$ cat src/rtl/four_bit_counter_if.sv
// four_bit_counter_if: control/data bundle for four_bit_counter; master drives en/up_dn/load/d, slave returns Q/tc
interface four_bit_counter_if #(parameter int WIDTH = 4);
  logic             en;
  logic             up_dn;
  logic             load;
  logic [WIDTH-1:0] d;
  logic [WIDTH-1:0] Q;
  logic             tc;
  modport master (output en, up_dn, load, d, input Q, tc);
  modport slave  (input en, up_dn, load, d, output Q, tc);
endinterface

$ cat src/rtl/four_bit_counter.sv
// four_bit_counter: up/down counter with load and terminal count; ports clk, rst (async active-low), bus (slave: en, up_dn, load, d -> Q, tc); COUNTER_SATURATE_EN selects saturation instead of wrap
module four_bit_counter #(
  parameter int               WIDTH   = 4,
  parameter logic [WIDTH-1:0] RST_VAL = '0
) (
  input logic             clk,
  input logic             rst,
  four_bit_counter_if.slave bus
);
  logic [WIDTH-1:0] r_q;
  logic             w_at_max;
  logic             w_at_min;
  logic [WIDTH-1:0] w_up;
  logic [WIDTH-1:0] w_dn;
  always_comb begin
    w_at_max = r_q == {WIDTH{1'b1}};
    w_at_min = r_q == '0;
`ifdef COUNTER_SATURATE_EN
    w_up     = w_at_max ? r_q : r_q + WIDTH'(1);
    w_dn     = w_at_min ? r_q : r_q - WIDTH'(1);
`else
    w_up     = r_q + WIDTH'(1);
    w_dn     = r_q - WIDTH'(1);
`endif
  end
  always_ff @(posedge clk or negedge rst)
    if (!rst) r_q <= RST_VAL;
    else if (bus.load) r_q <= bus.d;
    else if (bus.en) r_q <= bus.up_dn ? w_up : w_dn;
  assign bus.Q  = r_q;
  // gated by rst so tc stays low while held in reset even if RST_VAL sits at a limit
  assign bus.tc = rst & bus.en & (bus.up_dn ? w_at_max : w_at_min);
endmodule

$ cat src/flat_wrapper.sv
// flat-port wrapper written by rule: the top's interface ports become plain ports
module four_bit_counter_flat 
#(
  parameter int               WIDTH   = 4,
  parameter logic [WIDTH-1:0] RST_VAL = '0
)
  (clk, rst, bus_en, bus_up_dn, bus_load, bus_d, bus_Q, bus_tc);
  four_bit_counter_if #(.WIDTH(WIDTH)) bus_i ();
  input logic clk;
  input logic rst;
  input wire logic [$bits(bus_i.en)-1:0] bus_en;
  input wire logic [$bits(bus_i.up_dn)-1:0] bus_up_dn;
  input wire logic [$bits(bus_i.load)-1:0] bus_load;
  input wire logic [$bits(bus_i.d)-1:0] bus_d;
  output wire logic [$bits(bus_i.Q)-1:0] bus_Q;
  output wire logic [$bits(bus_i.tc)-1:0] bus_tc;
  assign bus_i.en = bus_en;
  assign bus_i.up_dn = bus_up_dn;
  assign bus_i.load = bus_load;
  assign bus_i.d = bus_d;
  assign bus_Q = bus_i.Q;
  assign bus_tc = bus_i.tc;
  four_bit_counter #(.WIDTH(WIDTH), .RST_VAL(RST_VAL)) u_core (.clk(clk), .rst(rst), .bus(bus_i));
endmodule
$ cat config.mk
export PLATFORM = sky130hd
export DESIGN_NAME = four_bit_counter_flat
export DESIGN_NICKNAME = d
export VERILOG_FILES = /design/src/rtl/four_bit_counter_if.sv /design/src/rtl/four_bit_counter.sv /design/src/flat_wrapper.sv
export SDC_FILE = /design/constraint.sdc
export NUM_CORES = 1
export LEC_CHECK = 0
export ABC_AREA = 1
export CORE_AREA = 3 3 40 42
export CTS_CLUSTER_DIAMETER = 40
export DETAILED_ROUTE_END_ITERATION = 12
export DIE_AREA = 0 0 43 45
export GPL_TIMING_DRIVEN = 0
export PLACE_DENSITY = 0.52
export SLEW_MARGIN = 20
export SYNTH_ARGS = -nofsm -noshare
export SYNTH_HDL_FRONTEND = slang
export SYNTH_SLANG_ARGS = --single-unit
export TNS_END_PERCENT = 30
$ cat constraint.sdc
create_clock -name clk -period 1.8 [get_ports clk]
set_input_delay 0.36 -clock clk [delete_from_list [all_inputs] [get_ports clk]]
set_output_delay 0.36 -clock clk [all_outputs]
set_load 0.02 [all_outputs]
==> impl_metrics.toml <==
[power_and_ir_drop]
power_switching_mw = 0.137
p_leak_nw = 0.250
p_total_mw = 0.390
p_int_mw = 0.253
switching_share = 0.352
pwr-share-clk = 0.286
seqPwrFrac = 0.328
vdd_drop_max_v = 0.000188
power_frac_comb = 0.385
powerDensity_mw_per_mm2 = 773

[worst_setup_path]
r2r_start = "u_core.bus.Q[2]$_DFFE_PN0P_"
cp.depth = 6
start_kind = "input port"
path_buf_inv = 3
path_cells = "clkdlybuf4s50_1 > inv_2 > o21ai_1 > nand2_1 > nor2_1 > buf_2"
r2r-end = "u_core.bus.Q[3]$_DFFE_PN0P_"
critical_path_class = "in2out"
worstPathRequired_ns = 1.44
r2r_slack_ns = 0.43
cp_top_family = "buffers and inverters"
cp.arrival_ns = 1.31
critPathSlowestCell = "clkdlybuf4s50_1"
crit_path_end = "bus_tc"
crit_path_start = "bus_up_dn"
crit_path_end_kind = "output pin"
cp_max_fo = 6
r2r_cells = 6
slowest_delay_ns = 0.49

[placed_design]
dp_slack_ns = -0.355
dp_hpwl_um = 684
placed_cell_area_um2 = 483
portBuffers = 13
gp_congestion = 0.704

[logic_synthesis]
yosysWarnings = 0
synth_fp_nets = 60
syn_inst = 48
ys_ff_latch = 4
synth_area_um2 = 334
seq_area_frac_synth = 0.300
yosys.cell_types.count = 15
syn_avg_cell_area_um2 = 6.96

[final_layout]
fin_area_um2 = 504
fillers = 133
drive_gt1_frac = 0.156
n_antenna_cell = 0
largest_register_ffs = 4
area_delta_synth_final_pct = 50.9
num-nets-final = 78

[sta]
skew_ns = 0.00350
finalWorstSetupSlack_ns = 0.134
finalSetupViolations = 0
post-route-period-util = 0.926
fin_crit_ns = 1.67
drv_slew = 0
whs_ns = 0.337
timing.final.hold_violations = 0
tightest_slew_ns = 0.264
final.setup.tns_ns = 0
relSlewSlack = 0.824
rsz0062_at_grt = "false"
max_freq_mhz = 600

[floorplan]
core-area_mm2 = 0.00128
rows = 13
die_w_um = 43
die_y_um = 45
die-area_mm2 = 0.00194
start_util = 0.260
ios = 14

[route]
finalWirelength_um = 864
routedWlPerCell_um = 10.9
dr.pass1.iters = 4
drtAntennaViolNets = 0
first_iter_violations = 2
drc = 0
vias = 354
via_per_inst = 4.48

[clock_network]
numClockSinks = 4
cts.clk_slew.worst_paths_ns = 0.04
cts_hold_buf = 0
clock_path_buffers = 2
cts_tree = "done"
cts_buffers = 3
cts_htree_levels = 1
clock_latency_ns = 0.24
clockRootBuffer = "clkbuf_4"

[global_routing]
grt_max_degree = 8
met2_usage = 0.165
overflow = 0
met3_usage = 0.0398
grt_usage = 0.103
grt_antenna_before_repair = 0
top_usage_layer = "met2"
use_met1 = 0.120
grt_pass1_wl_um = 1400
grt_pass1_vias = 322

[job]
maxCapViolations = 0

[run_status]
status = "completed"

[min_path]
hold_class = "in2async"
[layout by cell type, fill, tap and decap left out]
cell / n
buf_2: 1
inv_1: 3
clkdlybuf4s50_1: 11
o21ai_1: 4
a21oi_1: 1
xnor2_1: 1
dfrtp_1: 3
nor2_2: 1
nand2_2: 1
dlymetal6s2s_1: 1
nand3_1: 4
or2_0: 1
dfrtp_2: 1
fa_1: 1
nand2_1: 15
nor2_1: 4
clkbuf_4: 3
a22oi_1: 3
ha_1: 2
inv_2: 3
[worst reg2reg max path, cell delays in order (launching register included)]
cell     delay, ns
dfrtp_1       0.43
ha_1          0.38
or2_0         0.23
nand2_1       0.06
nand2_1       0.05
nand3_1       0.07
nand2_1       0.05
[stage by stage]
stage	cells	util
final	79	0.392
after CTS	79	0.389
after floorplan	48	-
after global routing	79	0.392
after detailed placement	76	0.376
after global placement	76	0.376
[worst min-delay path by stage]
stage / startpoint / endpoint / slack, ns / cells past startpoint
global placement: rst / u_core.bus.Q[3]$_DFFE_PN0P_ / 0.59 / 1
global route: rst / u_core.bus.Q[3]$_DFFE_PN0P_ / 0.35 / 1
finish: rst / u_core.bus.Q[3]$_DFFE_PN0P_ / 0.34 / 1
CTS: rst / u_core.bus.Q[0]$_DFFE_PN0P_ / 0.34 / 1
detailed placement: rst / u_core.bus.Q[0]$_DFFE_PN0P_ / 0.59 / 1
floorplan: rst / u_core.bus.Q[0]$_DFFE_PN0P_ / 0.06 / 0
[layer usage]
metal / share of wire / wire, um
met5: 0 / 0
met2: 0.47 / 408
met3: 0.10 / 86
met4: 0 / 0
met1: 0.43 / 370
[what timing repair did]
action	in CTS	in global routing
gates resized for setup	4	3
setup buffers	0	0
setup endpoints to repair	1	3
[power by group through the flow]
stage | combinational (mW) | clock, mW | sequential [mW]
3_5_place_dp | 0.152 | 0 | 0.130
6_report | 0.150 | 0.112 | 0.128
5_1_grt | 0.168 | 0.123 | 0.131
4_1_cts | 0.152 | 0.115 | 0.129
3_3_place_gp | 0.152 | 0 | 0.131
2_1_floorplan | 0.0754 | 0 | 0.137
[cell families after synthesis]
group / synth area share
simple gates: 0.330
compound gates: 0.142
buf+inv: 0.0674
flops: 0.300
fa+ha+maj: 0.135
xor+xnor: 0.0262
[cell usage after synthesis (all sizes together)]
cell	number	area [um^2]
dfrtp	4	100
a21oi	1	5.00
fa	1	20.0
a22oi	3	22.5
xnor2	1	8.76
nand3	4	20.0
ha	2	25.0
inv	6	22.5
nor2	5	21.3
or2	1	6.26
nand2	16	62.6
o21ai	4	20.0
[final cells by class]
| cell class | instances | area [um^2] | area share |
|---|---|---|---|
| Tap cell | 15 | 18.8 | 0.0372 |
| Sequential cell | 4 | 101 | 0.201 |
| Inverter | 6 | 22.5 | 0.0447 |
| Timing Repair Buffer | 13 | 128 | 0.253 |
| Clock buffer | 3 | 22.5 | 0.0447 |
| Multi-Input combinational cell | 38 | 211 | 0.419 |
Power figures use the tool's default switching activity.
